[src/rtl/serial_seq_detector.sv]
// serial_seq_detector
// Samples the transmitter's serial output on cen strobes, detects PATTERN
// in the bit stream (counting matches, saturating) and reassembles the
// stream into bytes MSB first.
// Optional feature macro: SEQ_DET_OVERLAP_EN (overlapping matches allowed).
`timescale 1ns/1ps

module serial_seq_detector #(
    parameter int                 PAT_LEN = 4,
    parameter logic [PAT_LEN-1:0] PATTERN = 4'b1101,
    parameter int                 CNT_W   = 8
) (
    input  logic             clk,
    input  logic             rst,
    input  logic             cen,
    input  logic             sin,
    input  logic             clr_cnt,
    output logic             detect,
    output logic [CNT_W-1:0] det_count,
    output logic [7:0]       rx_byte,
    output logic             rx_valid
);

`ifdef SEQ_DET_OVERLAP_EN
    localparam bit OVERLAP = 1'b1;
`else
    localparam bit OVERLAP = 1'b0;
`endif

    localparam logic [3:0] FULL     = 4'(PAT_LEN);
    localparam logic [3:0] FULL_M1  = 4'(PAT_LEN - 1);

    typedef enum logic [1:0] {
        IDLE  = 2'd0,
        FILL  = 2'd1,
        ARMED = 2'd2
    } state_t;

    state_t             state_q, state_d;
    logic [PAT_LEN-1:0] hist_q, hist_d;
    logic [3:0]         fill_q, fill_d;
    logic [7:0]         sr_q, sr_d;
    logic [2:0]         bitcnt_q, bitcnt_d;
    logic               detect_q, detect_d;
    logic [CNT_W-1:0]   det_count_q, det_count_d;
    logic [7:0]         rx_byte_q, rx_byte_d;
    logic               rx_valid_q, rx_valid_d;

    logic [PAT_LEN-1:0] window;
    logic               match;

    // The window includes the bit being accepted; a match needs a full history
    assign window = {hist_q[PAT_LEN-2:0], sin};
    assign match  = cen && (fill_q >= FULL_M1) && (window == PATTERN);

    // Bit history, fill level and match FSM next-state
    always_comb begin
        hist_d  = hist_q;
        fill_d  = fill_q;
        state_d = state_q;
        if (cen) begin
            hist_d = window;
            if (match && !OVERLAP) begin
                fill_d = 4'd0;
            end else if (fill_q != FULL) begin
                fill_d = fill_q + 4'd1;
            end
            case (state_q)
                IDLE: begin
                    state_d = (fill_d == FULL) ? ARMED : FILL;
                end
                FILL: begin
                    if (match && !OVERLAP) begin
                        state_d = FILL;
                    end else if (fill_d == FULL) begin
                        state_d = ARMED;
                    end
                end
                ARMED: begin
                    if (match && !OVERLAP) begin
                        state_d = FILL;
                    end
                end
                default: begin
                    state_d = IDLE;
                end
            endcase
        end
    end

    // Match pulse and saturating counter; clear wins over an increment
    always_comb begin
        detect_d    = match;
        det_count_d = det_count_q;
        if (clr_cnt) begin
            det_count_d = '0;
        end else if (match && (det_count_q != {CNT_W{1'b1}})) begin
            det_count_d = det_count_q + 1'b1;
        end
    end

    // Byte assembler, MSB first, aligned to the first bit after reset
    always_comb begin
        sr_d       = sr_q;
        bitcnt_d   = bitcnt_q;
        rx_byte_d  = rx_byte_q;
        rx_valid_d = 1'b0;
        if (cen) begin
            sr_d     = {sr_q[6:0], sin};
            bitcnt_d = bitcnt_q + 3'd1;
            if (bitcnt_q == 3'd7) begin
                rx_byte_d  = {sr_q[6:0], sin};
                rx_valid_d = 1'b1;
            end
        end
    end

    // State registers with synchronous reset
    always_ff @(posedge clk) begin
        if (rst) begin
            state_q     <= IDLE;
            hist_q      <= '0;
            fill_q      <= 4'd0;
            sr_q        <= 8'h00;
            bitcnt_q    <= 3'd0;
            detect_q    <= 1'b0;
            det_count_q <= '0;
            rx_byte_q   <= 8'h00;
            rx_valid_q  <= 1'b0;
        end else begin
            state_q     <= state_d;
            hist_q      <= hist_d;
            fill_q      <= fill_d;
            sr_q        <= sr_d;
            bitcnt_q    <= bitcnt_d;
            detect_q    <= detect_d;
            det_count_q <= det_count_d;
            rx_byte_q   <= rx_byte_d;
            rx_valid_q  <= rx_valid_d;
        end
    end

    assign detect    = detect_q;
    assign det_count = det_count_q;
    assign rx_byte   = rx_byte_q;
    assign rx_valid  = rx_valid_q;

endmodule
[config.mk]
export PLATFORM = sky130hd
export DESIGN_NAME = serial_seq_detector
export DESIGN_NICKNAME = d
export VERILOG_FILES = /design/src/rtl/serial_seq_detector.sv
export SDC_FILE = /design/constraint.sdc
export NUM_CORES = 1
export LEC_CHECK = 0
export ABC_AREA = 0
export CORE_MARGIN = 10
export CORE_UTILIZATION = 49
export CTS_CLUSTER_DIAMETER = 100
export CTS_CLUSTER_SIZE = 12
export DETAILED_ROUTE_END_ITERATION = 7
export HOLD_SLACK_MARGIN = 0.12
export PLACE_DENSITY = 0.7
export SYNTH_ARGS = -nofsm -noshare
export SYNTH_HDL_FRONTEND = slang
export SYNTH_SLANG_ARGS = --single-unit
export TNS_END_PERCENT = 50
[constraint.sdc]
create_clock -name clk -period 2.9 [get_ports clk]
set_input_delay 0.435 -clock clk [delete_from_list [all_inputs] [get_ports clk]]
set_output_delay 0.435 -clock clk [all_outputs]
set_load 0.1 [all_outputs]
==> flow_metrics.tcl, run 1 <==
set metrics [dict create \
    critPathMaxFanout 6 \
    nNetsFinal 190 \
    design.core.area_um2 2734 \
    drive_above_1_share_pct 17.68 \
    fmax_mhz 510.1 \
    placementRows 19 \
    first_iter_violations 63 \
    internal_power_uw 581.3 \
    fin_crit_sh_pct 67.61 \
    crit_type "in2reg" \
    drtAntennaViolNets 0 \
    met2_usage_pct 18.72 \
    cpMaxStageDelayCell "or4_4" \
    crit_path_end_kind "flop" \
    vias 1223 \
    antenna_found_initial 0 \
    areaGrowthSynthToFinish_pct 18.39 \
    crit_chain "clkdlybuf4s50_1, inv_1, or4_4, or4_1, a21oi_1" \
    synth.net_count 167 \
    firstDrtPassIters 4 \
    yosysSeqAreaShare_pct 45.92 \
    power.leakage_uw 0.0006708 \
    vias_per_cell 5.769 \
    drt_wl_total_um 2981 \
    cts_htree_levels 2 \
    final_cell_mix "32 x dfxtp_1, 20 x buf_4, 16 x nor2_1" \
    maxCapViolCount 0 \
    ys_warn_count 0 \
    ys_ff_latch 32 \
    place_ws_ns 0.6090 \
    clock_skew_ns 0.009398 \
    place.gp.congestion 0.8258 \
    wl_per_cell_um 14.06 \
    ctsHoldBuffers 0 \
    hold_viol_final 0 \
    setup_violations 0 \
    cp_slowest_stage_delay_ns 0.58 \
    setup_tns_ns 0 \
    cp-start-kind "input port" \
    dp_hpwl_um 2248 \
    clockBufferDepth 2 \
    grtUsageMet3_pct 4.711 \
    netlist_area_um2 1395 \
    dieArea_um2 5382 \
    avgSynthCellArea_um2 8.886 \
    cts.sinks 32 \
    worstPathRequired_ns 3.17 \
    grt_util_met1_pct 12.74 \
    portBuffers 22 \
    p_clk_share_pct 34.6 \
    worst_slew_pin_slew_ns 0.7645 \
    fin_ws_ns 0.9395 \
    outcome "complete, no violations" \
    cts_buffers 5 \
    die_w_um 73.36 \
    rsz0062_at_grt "no" \
    p_sw_uw 180.2 \
    clk_pin_slew_ns 0.10 \
    clock_latency_ns 0.33 \
    pwr-share-seq_pct 59.5 \
    vdd_drop_max_uv 471.2 \
    period_needed_ns 1.961 \
    grt_busiest_layer "met2" \
    layout_commonest_cell "dfxtp_1" \
    synth_cell_types 34 \
    p_per_area_nw_per_um2 461.1 \
    grt_pass1_vias 1188 \
    p_comb_share_pct 6.0 \
    async_flop_share_pct 0 \
    cts_tree "built" \
    n_fill_cell 242 \
    grt_max_degree 25 \
    grt_overflow 0 \
    synthCells 157 \
    grt_first_pass_wirelength_um 5071 \
    antenna_cells 0 \
    drc 0 \
    post_cts_buffers 0 \
    cts_root_buf "clkbuf_4" \
    io_pins 23 \
    crit_arrival_ns 2.23 \
    switching_share_pct 23.67 \
    synth_ff_type "dfxtp_1" \
    hold_slack_ns 0.4584 \
    hp-class "reg2reg" \
    ctsResizeCount 0 \
    grt_usage_pct 11.66 \
    slew_violations 0 \
    die_h_um 73.36 \
    relSlewSlack_pct 48.64 \
    synth-edff-count 0 \
    start_util_pct 51.03 \
]
-- worst max-delay path: cells and delay by family --
kind / cells / cell delay (ns)
and+or+nand+nor: 2 / 0.99
buffers and inverters: 2 / 0.66
AOI/OAI and AO/OA: 1 / 0.14
-- metal layers --
layer / routed length (um) / vias to the layer above
met5: 0 / -
met4: 48 / 0
met3: 219 / 4
met2: 1414 / 30
met1: 1299 / 575
li1: - / 614
-- registers in the layout (all words and copies together) (netlist names) --
signal	cells
detect	1
rx_byte	8
sr_q	5
rx_valid	1
bitcnt_q	3
hist_q	2
det_count	8
fill_q	4
-- final cells by class --
| class | count | area (um2) | area share [%] |
|---|---|---|---|
| Multi-Input combinational cell | 113 | 705.7 | 42.73 |
| Sequential cell | 32 | 640.6 | 38.79 |
| Timing Repair Buffer | 24 | 190.2 | 11.52 |
| Clock buffer | 6 | 51.30 | 3.106 |
| Tap cell | 31 | 38.79 | 2.348 |
| Inverter | 4 | 15.01 | 0.9091 |
| Clock inverter | 2 | 10.01 | 0.6061 |
-- stage by stage --
| stage | instance area [um2] | std cells | utilization, % | power (uW) |
|---|---|---|---|---|
| final | 1652 | 212 | 60.41 | 761.5 |
| after global routing | 1652 | 212 | 60.41 | 799.4 |
| after CTS | 1652 | 212 | 60.41 | 774.7 |
| after detailed placement | 1590 | 204 | 58.17 | 508.6 |
| after global placement | 1590 | 204 | 58.17 | 506.2 |
| after floorplan | 1395 | 157 | - | 495.2 |
-- power groups by stage --
stage	Sequential, uW	Clock, uW	Combinational (uW)
after floorplan	462	0	33.7
after global placement	462	0	43.9
after detailed placement	463	0	45.5
after CTS	453	276	45.9
after global routing	454	294	51.9
final	453	263	45.5
-- cells in the mapped netlist, types with 3 or more instances --
| master | count | area, um2 |
|---|---|---|
| a21oi_1 | 15 | 75.07 |
| clkbuf_1 | 6 | 22.52 |
| dfxtp_1 | 32 | 640.6 |
| ha_1 | 5 | 62.56 |
| inv_1 | 4 | 15.01 |
| mux2i_1 | 9 | 90.09 |
| nand2_1 | 14 | 52.55 |
| nand3_1 | 14 | 70.07 |
| nor2_1 | 16 | 60.06 |
| nor3_1 | 4 | 20.02 |
| o21ai_0 | 9 | 45.04 |
| or3_1 | 3 | 18.77 |
-- worst paths after layout --
check                                          startpoint                        end  slack [ns]  cells after the start
worst min register to register    rx_byte[4]$_SDFFE_PP0P_    rx_byte[4]$_SDFFE_PP0P_        0.46                      2
worst min-delay path              rx_byte[4]$_SDFFE_PP0P_    rx_byte[4]$_SDFFE_PP0P_        0.46                      2
worst max-delay path                                  sin  det_count[5]$_SDFFE_PP0P_        0.94                      5
worst max register to register  det_count[0]$_SDFFE_PP0P_  det_count[7]$_SDFFE_PP0P_        1.05                      5
-- cells by family (layout without fill, tap and decap cells) --
logic type,Yosys count,after routing,share of synthesized area (%)
XOR/XNOR,1,1,0.6279
buffers and inverters,12,36,3.497
multiplexers,9,9,6.458
adder cells (fa/ha/maj),5,5,4.484
AND/OR/NAND/NOR,63,63,24.31
flip-flops,32,32,45.92
AO/OA/AOI/OAI,35,35,14.71
No activity file was read; power rests on OpenSTA's default activity.
==> run 2: changes to the inputs <==
- CORE_UTILIZATION: 49 -> 46
- PLACE_DENSITY: 0.7 -> 0.69
- clock period: 2.9 -> 1.58 ns (I/O delays scaled with it)
==> run 2 against run 1 <==
  * First-iteration DRC count rose by 41%
  * Sequential cell count did not move
  * Power rose by 98%
  * The run now ends with setup timing left
  * Highest routed layer unchanged
  * Critical path type is now reg2reg
  * Critical path depth fell by 1
  * Critical endpoint unchanged
==> flow_metrics.tcl, run 2 (same netlist as run 1, synthesis figures left out) <==
set metrics [dict create \
    vdd_drop_max_uv 663.7 \
    drive_above_1_share_pct 39.41 \
    drt_wl_total_um 3692 \
    die_h_um 75.07 \
    first_iter_violations 89 \
    maxCapViolCount 0 \
    grt_pass1_vias 1244 \
    cp-start-kind "flop" \
    start_util_pct 49.31 \
    grt_usage_pct 13.01 \
    n_fill_cell 180 \
    hp-class "reg2reg" \
    outcome "complete, but fails checks" \
    areaGrowthSynthToFinish_pct 55.69 \
    clock_skew_ns 0.006569 \
    crit_type "reg2reg" \
    placementRows 19 \
    antenna_cells 0 \
    dieArea_um2 5636 \
    fin_ws_ns -0.04963 \
    cts_tree "built" \
    finalCoreUtilization_pct 76.78 \
    relSlewSlack_pct 72.15 \
    crit_chain "nand3_2, or4_4, or4_4, a21oi_2" \
    worst_slew_pin_slew_ns 0.4163 \
    critPathMaxFanout 5 \
    clk_pin_slew_ns 0.10 \
    die_w_um 75.07 \
    firstDrtPassIters 4 \
    dp_hpwl_um 2555 \
    final_cell_mix "23 x buf_4, 20 x dfxtp_1, 18 x buf_12" \
    placed_area_um2 1978 \
    grt_first_pass_wirelength_um 5644 \
    clock_latency_ns 0.35 \
    design.core.area_um2 2829 \
    vias_per_cell 5.658 \
    cp_slowest_stage_delay_ns 0.55 \
    wl_per_cell_um 15.78 \
    cts_htree_levels 2 \
    violations "setup timing" \
    antenna_found_initial 0 \
    power.leakage_uw 0.0008663 \
    design_area_um2 2172 \
    cts.sinks 32 \
    crit_path_end_kind "flop" \
    crit_path_frequent_cell "or4_4" \
    place.gp.congestion 0.8742 \
    worstPathRequired_ns 1.87 \
    grt_max_degree 25 \
    nNetsFinal 212 \
    post-place-cells 221 \
    cts_root_buf "clkbuf_4" \
    portBuffers 22 \
    vias 1324 \
    hold_viol_final 0 \
    io_pins 23 \
    clockBufferDepth 2 \
    grt_overflow 0 \
    stdcell_count 234 \
    layout_commonest_cell "buf_4" \
    drtAntennaViolNets 0 \
    rsz0062_at_grt "yes" \
    period_needed_ns 1.630 \
    power_uw 1506 \
    cpMaxStageDelayCell "or4_4" \
    drc 0 \
    fmax_mhz 613.6 \
    fin_crit_sh_pct 103.1 \
    crit_arrival_ns 1.92 \
    p_per_area_nw_per_um2 693.2 \
    slew_violations 0 \
    cts_buffers 5 \
    setup_violations 3 \
]
[run 2: changes by cell type in the layout (fill, tap and decap cells not counted), moves of 3 or more]
cell     before  now
buf_4        20   23
dfxtp_1      32   20
buf_12        0   18
dfxtp_2       0    8
dfxtp_4       0    4
[run 2: timing repair]
action / in CTS / in global routing
cloned: 0 / 0
endpoints found under the setup margin: 6 / 10
hold buffers: 0 / 0
setup buffers: 2 / 3
pin swaps: 6 / 5
gates resized for setup: 8 / 12
[run 2: final timing paths]
path	from	to	slack (ns)	cells after the start
worst max-delay path	det_count[1]$_SDFFE_PP0P_	det_count[5]$_SDFFE_PP0P_	-0.05	4
worst min-delay path	sr_q[6]$_SDFFE_PP0P_	rx_byte[7]$_SDFFE_PP0P_	0.49	2
worst max register to register	det_count[1]$_SDFFE_PP0P_	det_count[5]$_SDFFE_PP0P_	-0.05	4
worst min register to register	sr_q[6]$_SDFFE_PP0P_	rx_byte[7]$_SDFFE_PP0P_	0.49	2
[run 2: layout make-up]
cell class | count | area (um2) | share of cell area, %
Clock inverter | 1 | 5.005 | 0.2304
Sequential cell | 32 | 665.6 | 30.65
Tap cell | 31 | 38.79 | 1.786
Inverter | 4 | 15.01 | 0.6912
Multi-Input combinational cell | 113 | 798.3 | 36.75
Clock buffer | 7 | 66.31 | 3.053
Timing Repair Buffer | 46 | 583.1 | 26.84
[run 2: critical path: cells and delay by family, from the launching register on]
family / cells / cell delay, ns
and+or+nand+nor: 3 / 1.06
DFF: 1 / 0.39
AOI/OAI and AO/OA: 1 / 0.12
[run 2: where the power goes]
part | internal (uW) | switching [uW]
clock network | 268 | 298
logic | 55.1 | 61.3
registers | 814 | 9.77
[run 2: layer usage]
metal,GRT usage [%],share of wire (%)
met5,0,0
met4,7.773,2.5
met3,4.862,5.5
met2,21.90,51
met1,13.60,41
[run 2: stage by stage]
step	setup TNS [ns]	setup slack, ns	hold slack (ns)
after floorplan	-0.2508	-0.09560	0.3846
after global placement	-4.165	-0.4775	0.4635
after detailed placement	-4.982	-0.5553	0.4826
after CTS	-0.1044	-0.08170	0.4975
after global routing	-0.4856	-0.1588	0.5328
final	-0.1054	-0.04963	0.4909
==> run 3: changes to the inputs <==
- CORE_MARGIN: 10 -> 2
==> run 3 against run 2 <==
  * The run still ends with setup timing left
  * Critical endpoint unchanged
  * Via count is the same
  * Sequential power is essentially flat
  * First-iteration DRC count shrank 40%
==> flow_metrics.tcl, run 3 (same netlist as run 1, synthesis figures left out) <==
set metrics [dict create \
    outcome "complete, but fails checks" \
    violations "setup timing" \
    start_util_pct 49.31 \
    drive_above_1_share_pct 39.00 \
    p_comb_share_pct 7.1 \
    drtAntennaViolNets 0 \
    hp-class "reg2reg" \
    fmax_mhz 582.1 \
    first_iter_violations 53 \
    areaGrowthSynthToFinish_pct 55.34 \
    dieArea_um2 3489 \
    whs_path_depth 2 \
    die_h_um 59.07 \
    crit_chain "clkdlybuf4s50_1, inv_1, or4_4, or4_4, a21oi_2" \
    cts_buffers 5 \
    cpMaxStageDelayCell "or4_4" \
    fin_crit_sh_pct 108.7 \
    worstPathRequired_ns 1.84 \
    cts.sinks 32 \
    critPathMaxFanout 4 \
    fin_ws_ns -0.1379 \
    min_from "sr_q[6]$_SDFFE_PP0P_" \
    cts_tree "built" \
    crit_type "in2reg" \
    portBuffers 22 \
    vias 1324 \
    p_per_area_nw_per_um2 728.1 \
    grt_first_pass_wirelength_um 5664 \
    clock_skew_ns 0.003111 \
    path_delay_family "simple AND/OR/NAND/NOR gates" \
    grt_overflow 0 \
    antenna_cells 0 \
    place.gp.congestion 0.8576 \
    grt_max_degree 25 \
    crit_path_frequent_cell "or4_4" \
    pwr-share-seq_pct 52.2 \
    cp-start-kind "input port" \
    crit_arrival_ns 1.98 \
    r2r_cells 4 \
    io_pins 23 \
    grt_usage_pct 21.94 \
    cts_root_buf "clkbuf_4" \
    dp_hpwl_um 2424 \
    hold_viol_final 0 \
    r2r-start "hist_q[1]$_SDFFE_PP0P_" \
    grt_pass1_vias 1275 \
    placementRows 19 \
    drt_wl_total_um 3525 \
    p_clk_share_pct 40.6 \
    firstDrtPassIters 4 \
    r2r_setup_slack_ns -0.12 \
    cp_slowest_stage_delay_ns 0.58 \
    final_cell_mix "20 x dfxtp_1, 20 x buf_4, 18 x buf_12" \
    slew_violations 0 \
    clk_pin_slew_ns 0.10 \
    p_sw_uw 354.1 \
    min_to "rx_byte[7]$_SDFFE_PP0P_" \
    crit_buf_inv 2 \
    r2r-end "det_count[5]$_SDFFE_PP0P_" \
    clockBufferDepth 2 \
    setup_violations 4 \
    startpoint "sin" \
    power.leakage_uw 0.0008588 \
    rsz0062_at_grt "yes" \
    vias_per_cell 5.732 \
    power_uw 1578 \
    crit_path_end_kind "flop" \
    relSlewSlack_pct 69.68 \
    switching_share_pct 22.44 \
    vdd_drop_max_uv 691.8 \
    worst_slew_pin_slew_ns 0.4533 \
    setup_tns_ns -0.4143 \
    nNetsFinal 209 \
    design.core.area_um2 2829 \
    period_needed_ns 1.718 \
    die_w_um 59.07 \
    wl_per_cell_um 15.26 \
    internal_power_uw 1224 \
    cts_htree_levels 2 \
    ctsHoldBuffers 0 \
    clock_latency_ns 0.33 \
    maxCapViolCount 0 \
    drc 0 \
    antenna_found_initial 0 \
]
-- run 3: layout make-up --
| type | count | area [um2] |
|---|---|---|
| multi-input cells | 113 | 797.0 |
| flip-flops and latches | 32 | 665.6 |
| fillers | 196 | 661.9 |
| repair buffers | 43 | 560.5 |
| clock buffers | 8 | 90.09 |
| well taps | 31 | 38.79 |
| inverters | 4 | 15.01 |
-- run 3: power groups by stage --
stage	Clock (uW)	Sequential [uW]	Combinational, uW
2_1_floorplan	0	841	61.9
3_3_place_gp	0	839	103
3_5_place_dp	0	841	108
4_1_cts	655	824	108
5_1_grt	687	826	125
6_report	641	824	113
-- run 3: timing repair --
action | in CTS | in global routing
gates resized for setup | 8 | 12
setup buffers | 1 | 1
pin swaps | 5 | 6
endpoints found under the setup margin | 8 | 13
gates cloned | 0 | 0
endpoints found under the hold margin | 0 | 0
-- run 3: how the worst max path moves through the flow --
stage / end / slack (ns) / cells past startpoint
3_3_place_gp: det_count[5]$_SDFFE_PP0P_ / -0.48 / 5
4_1_cts: det_count[5]$_SDFFE_PP0P_ / -0.15 / 4
5_1_grt: det_count[5]$_SDFFE_PP0P_ / -0.17 / 4
2_1_floorplan: det_count[5]$_SDFFE_PP0P_ / -0.1 / 4
6_report: det_count[5]$_SDFFE_PP0P_ / -0.14 / 5
3_5_place_dp: det_count[5]$_SDFFE_PP0P_ / -0.61 / 5
-- run 3: layer usage --
layer | vias up | GRT usage (%) | wire length, um | share of wire, %
li1 | 651 | - | - | -
met1 | 629 | 24.83 | 1431 | 41
met2 | 37 | 38.41 | 1893 | 54
met3 | 7 | 5.459 | 127 | 3.6
met4 | 0 | 10.39 | 72 | 2.0
met5 | - | 0 | 0 | 0
-- run 3: worst reg2reg max path: stages (launching register included) --
cell and delay [ns]:
dfxtp_1 0.39, nand4b_4 0.12, or4_4 0.54, or4_4 0.44
a21oi_2 0.15
-- run 3: metrics by stage --
step / setup WS [ns] / hold WS, ns / instance area (um2) / instances / utilization [%]
after floorplan: -0.09560 / 0.3846 / 1430 / 157 / -
after global placement: -0.4800 / 0.4626 / 1978 / 221 / 69.92
after detailed placement: -0.6134 / 0.4683 / 1978 / 221 / 69.92
after CTS: -0.1488 / 0.4823 / 2110 / 230 / 74.57
after global routing: -0.1653 / 0.5177 / 2167 / 231 / 76.60
final: -0.1379 / 0.4815 / 2167 / 231 / 76.60
